<file path="src/rtl/async_ring_pkg.sv">
// Shared types and constants for the clocked monitors that sit beside the self-timed ring.
package async_ring_pkg;

  typedef enum logic [2:0] {
    ST_IDLE   = 3'd0,
    ST_REQ_HI = 3'd1,
    ST_REQ_LO = 3'd2,
    ST_RUN    = 3'd3,
    ST_FAULT  = 3'd4
  } ring_start_state_e;

  localparam int DEF_SYNC_STAGES    = 2;
  localparam int DEF_TIMEOUT_CYCLES = 1024;

  // Four-phase return-to-zero handshake phases, in protocol order.
  localparam logic [1:0] HS_REQ_RISE = 2'd0;
  localparam logic [1:0] HS_ACK_RISE = 2'd1;
  localparam logic [1:0] HS_REQ_FALL = 2'd2;
  localparam logic [1:0] HS_ACK_FALL = 2'd3;

  // Phase that the (req, ack) pair is waiting to complete.
  function automatic logic [1:0] hs_phase(input logic req, input logic ack);
    if (req && !ack)      return HS_ACK_RISE;
    else if (req && ack)  return HS_REQ_FALL;
    else if (!req && ack) return HS_ACK_FALL;
    else                  return HS_REQ_RISE;
  endfunction

endpackage

</file>
<file path="src/rtl/async_bit_sync.sv">
// Single-bit flop-chain synchronizer for asynchronous ring signals into clk_i.
// Latency STAGES cycles; no backpressure.
module async_bit_sync #(
  parameter int STAGES = 2
) (
  input  logic clk_i,
  input  logic rst_ni,
  input  logic d_i,
  output logic q_o
);

  logic [STAGES-1:0] sync_q;

  always_ff @(posedge clk_i or negedge rst_ni) begin
    if (!rst_ni) sync_q <= '0;
    else         sync_q <= {sync_q[STAGES-2:0], d_i};
  end

  assign q_o = sync_q[STAGES-1];

endmodule

</file>
<file path="src/rtl/async_ring_starter.sv">
// Launches the ring's single token with a four-phase handshake, then counts retirements and watches for a stall.
// Outputs registered; ack/retire see SYNC_STAGES+1 cycles latency; no backpressure, the ring's ack paces launch.
module async_ring_starter
  import async_ring_pkg::*;
#(
  parameter int SYNC_STAGES    = DEF_SYNC_STAGES,
  parameter int TIMEOUT_CYCLES = DEF_TIMEOUT_CYCLES,
  parameter int CNT_W          = 32
) (
  input  logic             clk_i,
  input  logic             rst_ni,
  input  logic             start_i,
  input  logic             ack_i,
  input  logic             retire_req_i,
  output logic             req_start_o,
  output logic             busy_o,
  output logic             running_o,
  output logic             fault_o,
  output logic [CNT_W-1:0] retired_o
);

  localparam int              WD_W   = $clog2(TIMEOUT_CYCLES + 1);
  localparam logic [WD_W-1:0] WD_MAX = WD_W'(TIMEOUT_CYCLES - 1);

  ring_start_state_e state_q, state_d;
  logic              ack_s, ret_s, ret_q, start_q;
  logic              start_rise, ret_rise, wd_hit;
  logic [WD_W-1:0]   wd_q;
  logic [CNT_W-1:0]  cnt_q;
  logic              req_d, busy_d, run_d, fault_d;

  async_bit_sync #(.STAGES(SYNC_STAGES)) u_ack_sync (
    .clk_i  (clk_i),
    .rst_ni (rst_ni),
    .d_i    (ack_i),
    .q_o    (ack_s)
  );

  async_bit_sync #(.STAGES(SYNC_STAGES)) u_retire_sync (
    .clk_i  (clk_i),
    .rst_ni (rst_ni),
    .d_i    (retire_req_i),
    .q_o    (ret_s)
  );

  assign start_rise = start_i & ~start_q;
  assign ret_rise   = ret_s & ~ret_q;
  assign wd_hit     = (wd_q == WD_MAX);

  // Outputs are flopped from the next state so req_start_o never glitches into the ring.
  always_ff @(posedge clk_i or negedge rst_ni) begin
    if (!rst_ni) begin
      state_q     <= ST_IDLE;
      req_start_o <= 1'b0;
      busy_o      <= 1'b0;
      running_o   <= 1'b0;
      fault_o     <= 1'b0;
    end else begin
      state_q     <= state_d;
      req_start_o <= req_d;
      busy_o      <= busy_d;
      running_o   <= run_d;
      fault_o     <= fault_d;
    end
  end

  // A handshake transition takes priority over a coincident watchdog expiry.
  always_comb begin
    state_d = state_q;
    unique case (state_q)
      ST_IDLE:   if (start_rise && !ack_s) state_d = ST_REQ_HI;
      ST_REQ_HI: if (ack_s)                state_d = ST_REQ_LO;
                 else if (wd_hit)          state_d = ST_FAULT;
      ST_REQ_LO: if (!ack_s)               state_d = ST_RUN;
                 else if (wd_hit)          state_d = ST_FAULT;
      ST_RUN:    if (!ret_rise && wd_hit)  state_d = ST_FAULT;
      ST_FAULT:                            state_d = ST_FAULT;
      default:                             state_d = ST_IDLE;
    endcase
  end

  always_comb begin
    req_d   = (state_d == ST_REQ_HI);
    busy_d  = (state_d == ST_REQ_HI) || (state_d == ST_REQ_LO);
    run_d   = (state_d == ST_RUN);
    fault_d = (state_d == ST_FAULT);
  end

  always_ff @(posedge clk_i or negedge rst_ni) begin
    if (!rst_ni) begin
      start_q <= 1'b0;
      ret_q   <= 1'b0;
    end else begin
      start_q <= start_i;
      ret_q   <= ret_s;
    end
  end

  always_ff @(posedge clk_i or negedge rst_ni) begin
    if (!rst_ni) begin
      wd_q <= '0;
    end else if (state_d != state_q) begin
      wd_q <= '0;
    end else if (state_q == ST_RUN && ret_rise) begin
      wd_q <= '0;
    end else if (state_q == ST_REQ_HI || state_q == ST_REQ_LO || state_q == ST_RUN) begin
      wd_q <= wd_q + WD_W'(1);
    end else begin
      wd_q <= '0;
    end
  end

  always_ff @(posedge clk_i or negedge rst_ni) begin
    if (!rst_ni) begin
      cnt_q <= '0;
    end else if (state_q == ST_RUN && ret_rise && cnt_q != {CNT_W{1'b1}}) begin
      cnt_q <= cnt_q + CNT_W'(1);
    end
  end

  assign retired_o = cnt_q;

endmodule

</file>
<file path="config.mk">
export PLATFORM = sky130hd
export DESIGN_NAME = async_ring_starter
export DESIGN_NICKNAME = d
export VERILOG_FILES = /design/src/rtl/async_ring_pkg.sv /design/src/rtl/async_bit_sync.sv /design/src/rtl/async_ring_starter.sv
export SDC_FILE = /design/constraint.sdc
export NUM_CORES = 1
export LEC_CHECK = 0
export CELL_PAD_IN_SITES_DETAIL_PLACEMENT = 1
export CELL_PAD_IN_SITES_GLOBAL_PLACEMENT = 2
export CORE_AREA = 2 2 90 92
export DETAILED_ROUTE_END_ITERATION = 12
export DIE_AREA = 0 0 92 94
export HOLD_SLACK_MARGIN = 0.06
export MAX_ROUTING_LAYER = met4
export PLACE_DENSITY_LB_ADDON = 0.15
export SYNTH_ARGS = -nofsm -noshare
export SYNTH_HDL_FRONTEND = slang
export SYNTH_SLANG_ARGS = --single-unit
</file>
<file path="constraint.sdc">
create_clock -name clk_i -period 2.3 [get_ports clk_i]
set_input_delay 0.69 -clock clk_i [delete_from_list [all_inputs] [get_ports clk_i]]
set_output_delay 0.69 -clock clk_i [all_outputs]
set_load 0.02 [all_outputs]
</file>
Yosys cells after proc, flatten, opt, wreduce, memory -nomap -nowiden
Index checks and enable logic that the tools add are counted.
- logic and storage cells: 47
- output and inout port bits: 36
- register bits: 56
- input bits: 5
- $add $sub $neg: 2
- muxes and demuxes: 9
- bitwise logic cells: 4
- reduce and logical (&&, ||, !) cells: 10
- equal/unequal tests: 11
- operators by type and width (cell ; number):
    $mux 11 ; 3
    $add 32x1->32 const B ; 1
    $ne 32x32->1 const B ; 1
    $mux 3 ; 5
    $pmux 3 s5 ; 1
    $eq 3x2->1 const B ; 4
    $add 11x1->11 const B ; 1
    $eq 11x10->1 const B ; 1
    $eq 3x1->1 const B ; 2
    $eq 3x3->1 const B ; 2
    $logic_and 1x1->1 ; 4
    $logic_not 3->1 ; 1
    $logic_or 1x1->1 ; 3
    $ne 3x3->1 ; 1
    $and 1x1->1 ; 2
    $logic_not 1->1 ; 2
    $not 1->1 ; 2

Logic depth before layout (Yosys ltp)
- depth after elaboration: 8
- depth in mapped cells: 8
- mapped depth without buffers: 6

Cells and area by module
A second synthesis with hierarchy kept.
- cell total of the unflattened synthesis: 228
- area, all modules: 2546.2 um^2
- by module, submodules not included (module ; times used ; seq. area each (um^2) ; cells an instance ; area an instance (um^2)):
    async_ring_starter ; 1 ; 1301.2 ; 224 ; 2446.1
    async_bit_sync ; 2 ; 50.0 ; 2 ; 50.0

Least setup slack after synthesis
OpenSTA, ideal clock, no wires.
- path type: flip-flop to flip-flop
- start: register cnt_q[0], in the netlist retired_o[0]
- end: register cnt_q[24], in the netlist retired_o[24]
- path slack: 0.296 ns
- data required time: 2.170 ns
- buffers on the path: 0
- setup time: 0.130 ns
- clock period less this slack: 2.004 ns
- stages on the path, launching flop included: 7
- arrival: 1.874 ns
- cells stage by stage: dfrtp_1 -> ha_1 -> nand4_1 -> or3_1 -> nor4_4 -> nand4_1 -> xnor2_1
- cells in the longest elaborated chain, start to end: 2
- elaborated cells between the ends (all ways): 3
- ends and longest elaborated chain (what ; line ; source):
    start: declaration ; async_ring_starter.sv:29 ; logic [CNT_W-1:0] cnt_q;
    start signal: assignment ; async_ring_starter.sv:117 ; cnt_q <= cnt_q + CNT_W'(1);
    branches (longest 2 deep; another with $add 32x1->32) ; - ;
Parallel ways; which one is timed is not known.
A chain may end at the register's enable or synchronous reset.

Worst setup path after layout
- start: register cnt_q[23], in the netlist retired_o[23]
- end: output retired_o[23]
- RTL lines (what ; line ; source):
    end: declaration ; async_ring_starter.sv:19 ; output logic [CNT_W-1:0] retired_o
No word-level cell between the ends.

==> reports/qor.csv <==
metric;value;unit
status;complete, no violations;
rsz0062_at_grt;false;
grt_start_max_net_pins;22;
cp-end-kind;output pin;
synthFlopType;dfrtp_1;
clk_latency;0.32;ns
ctsRootBufferMaster;clkbuf_8;
synth_fp_nets;243;
finalCritPeriodShare;0.934;
fin_worst_skew;0.00973;ns
die_w;92;um
core-area;7610;um^2
grt_pass1_vias;2035;
holdBufCountCts;0;
synth_compound_area_frac;0.0452;
synth_top_area_cell;dfrtp_1;
min_period;2.15;ns
maxCapViolations;0;
p_leak;1.42;nW
post_cts_buffers;0;
ys_seq_elements;56;
synth_top_area_frac;0.533;
dieArea;8650;um^2
final_area;3330;um^2
grt-ovfl-total;0;
pwr-share-clk;0.266;
synthCells;236;
worst-path-max-fanout;8;
worstPathRequired;1.61;ns
grt.total_usage;0.158;
start_util;0.346;
final_common_cell;dfrtp_1;
placementRows;32;
synth.distinct_cells;44;
drc_errors;0;
synthAdderAreaFrac;0.00951;
rr_endpoint;retired_o[1];
fill_cells;857;
hp-class;in2async;
h-tree-depth;2;
r2r_slack;0.25;ns
fin_setup_tns;0;ns
final_cell_mix;56 x dfrtp_1, 39 x clkdlybuf4s50_1, 31 x xnor2_1;
cpPeakStageDelay;0.66;ns
switching_share;0.309;
cellPowerDensity;736;nW/um^2
nNetsFinal;295;
crit_path_start_kind;register;
grt_pass1_wl;10.4;mm
die_y;94;um
slew_headroom;0.658;
cts_resized;0;
ys_top_cells_by_area;dfrtp_1 53%, xnor2_1 10%, nand4_1 3.8%;
antenna_found_initial;0;
cp.depth;1;
synthMuxAreaShare;0.00809;
clock-sinks;56;
ioPinCount;41;
hold_violations;0;
worstPathCellList;clkdlybuf4s50_1;
ant_nets;0;
path_clk_slew;0.10;ns
critPathBufInv;1;
synth_xor_area_frac;0.127;
path_delay_family;buffers and inverters;
worst_ep_arrival_time;1.46;ns
routedWlPerCell;15.4;um
cts_inserted_buffers;5;
synth_top_family_by_area;simple AND/OR/NAND/NOR gates;
cpMaxStageDelayCell;clkdlybuf4s50_1;
worst_pin_slew;0.513;ns
syn_avg_cell_area;11.1;um^2
r2r-start;retired_o[0];
synth_edf_count;0;
synthArstFlopShare;1.00;
synth-seq-area-share;0.533;
drive_above_1_share;0.111;
power_frac_comb;0.262;
p_int;1.70;mW
synth_area;2630;um^2
dr.first_iter.drc_count;80;
place_hpwl;4.31;mm
clockBufferDepth;2;
crit_path_end;retired_o[23];
crit_start;retired_o[23];
whs;0.331;ns
maxSlewViolCount;0;
reg2regPathDepth;7;
max_freq;0.465;GHz
drt-pass1-iter-count;4;
synth_simple_gate_area_frac;0.258;
critical_path_class;reg2out;
io_buffers;40;
gp_congestion;0.721;
synth_warnings;0;
antenna-diode-count;0;
finalSetupViolations;0;
p_switching;757;uW
cts_tree;yes;
ir_drop;0.000351;V
dpl-instance-area;3230;um^2
via_per_inst;4.89;
syn2layout_area_growth;26.8;%
pwr-share-seq;0.472;
vias;1911;
wirelength;6.03;mm
## power groups by stage
stage                     Clock [mW]  Combinational [mW]  Sequential, mW
final                          0.652               0.643            1.16
after global routing           0.713               0.719            1.18
after CTS                      0.682               0.654            1.16
after detailed placement           0               0.651            1.18
after global placement             0               0.643            1.18
after floorplan                    0               0.366            1.23
## final cells by class
class,count,area [um^2],share of cell area
clock buffer,6,72.6,0.0218
timing repair buffer,51,503,0.151
inverter,5,18.8,0.00563
tap,102,128,0.0383
multi-input combinational,169,1180,0.353
clock inverter,2,35.0,0.0105
sequential,56,1400,0.420
## flip-flops by register name (all words and copies together), names as in the netlist
register,count
retired_o,32
wd_q,11
state_q,3
u_ack_sync.sync_q,2
u_retire_sync.sync_q,2
busy_o,1
fault_o,1
req_start_o,1
ret_q,1
running_o,1
start_q,1
## metal layers
layer | wire length, um | GRT usage | part of all wire
met1 | 2940 | 0.210 | 0.49
met2 | 2880 | 0.247 | 0.48
met3 | 160 | 0.0393 | 0.027
met4 | 54 | 0.0336 | 0.0089
met5 | 0 | - | 0
## cell usage after synthesis (2+ instances only)
| cell type | instances |
|---|---|
| nor2_1 | 17 |
| nor4_4 | 2 |
| and2_1 | 4 |
| xor2_1 | 7 |
| ha_1 | 2 |
| xnor2_1 | 31 |
| o21ai_0 | 5 |
| nand4_1 | 16 |
| inv_1 | 5 |
| clkbuf_1 | 2 |
| o21a_1 | 3 |
| nand3_1 | 18 |
| and3_2 | 2 |
| nor3_1 | 3 |
| and3_1 | 9 |
| nand4b_1 | 2 |
| nor2b_1 | 3 |
| buf_2 | 3 |
| dfrtp_1 | 56 |
| and4_1 | 5 |
| nand3b_1 | 3 |
| nand2b_1 | 5 |
| nand2_1 | 12 |
## kinds of logic (layout without fill, tap and decap cells)
| group | after synthesis | count (layout) |
|---|---|---|
| adders and majority gates | 2 | 2 |
| AOI/OAI and AO/OA | 17 | 17 |
| and+or+nand+nor | 110 | 110 |
| DFF | 56 | 56 |
| buffers and inverters | 11 | 64 |
| xor gates and xnor gates | 38 | 38 |
| muxes | 2 | 2 |
## per-stage QoR
| stage | power [mW] | setup WS [ns] | utilization | cells |
|---|---|---|---|---|
| final | 2.45 | 0.151 | 0.438 | 391 |
| after global routing | 2.61 | 0.0902 | 0.438 | 391 |
| after CTS | 2.50 | 0.128 | 0.438 | 391 |
| after detailed placement | 1.83 | 0.104 | 0.424 | 383 |
| after global placement | 1.82 | 0.145 | 0.424 | 383 |
| after floorplan | 1.60 | 0.296 | - | 236 |
## worst min path at each step
stage                       startpoint                 endpoint  slack, ns  cells past startpoint
5_1_grt                         rst_ni               state_q[1]       0.35                      1
4_1_cts                         rst_ni               state_q[1]       0.34                      1
6_report                        rst_ni                  start_q       0.33                      1
2_1_floorplan     u_ack_sync.sync_q[0]     u_ack_sync.sync_q[1]       0.33                      0
3_5_place_dp      u_ack_sync.sync_q[0]     u_ack_sync.sync_q[1]       0.35                      0
3_3_place_gp   u_retire_sync.sync_q[0]  u_retire_sync.sync_q[1]       0.33                      0
(Power assumes the default switching activity.)
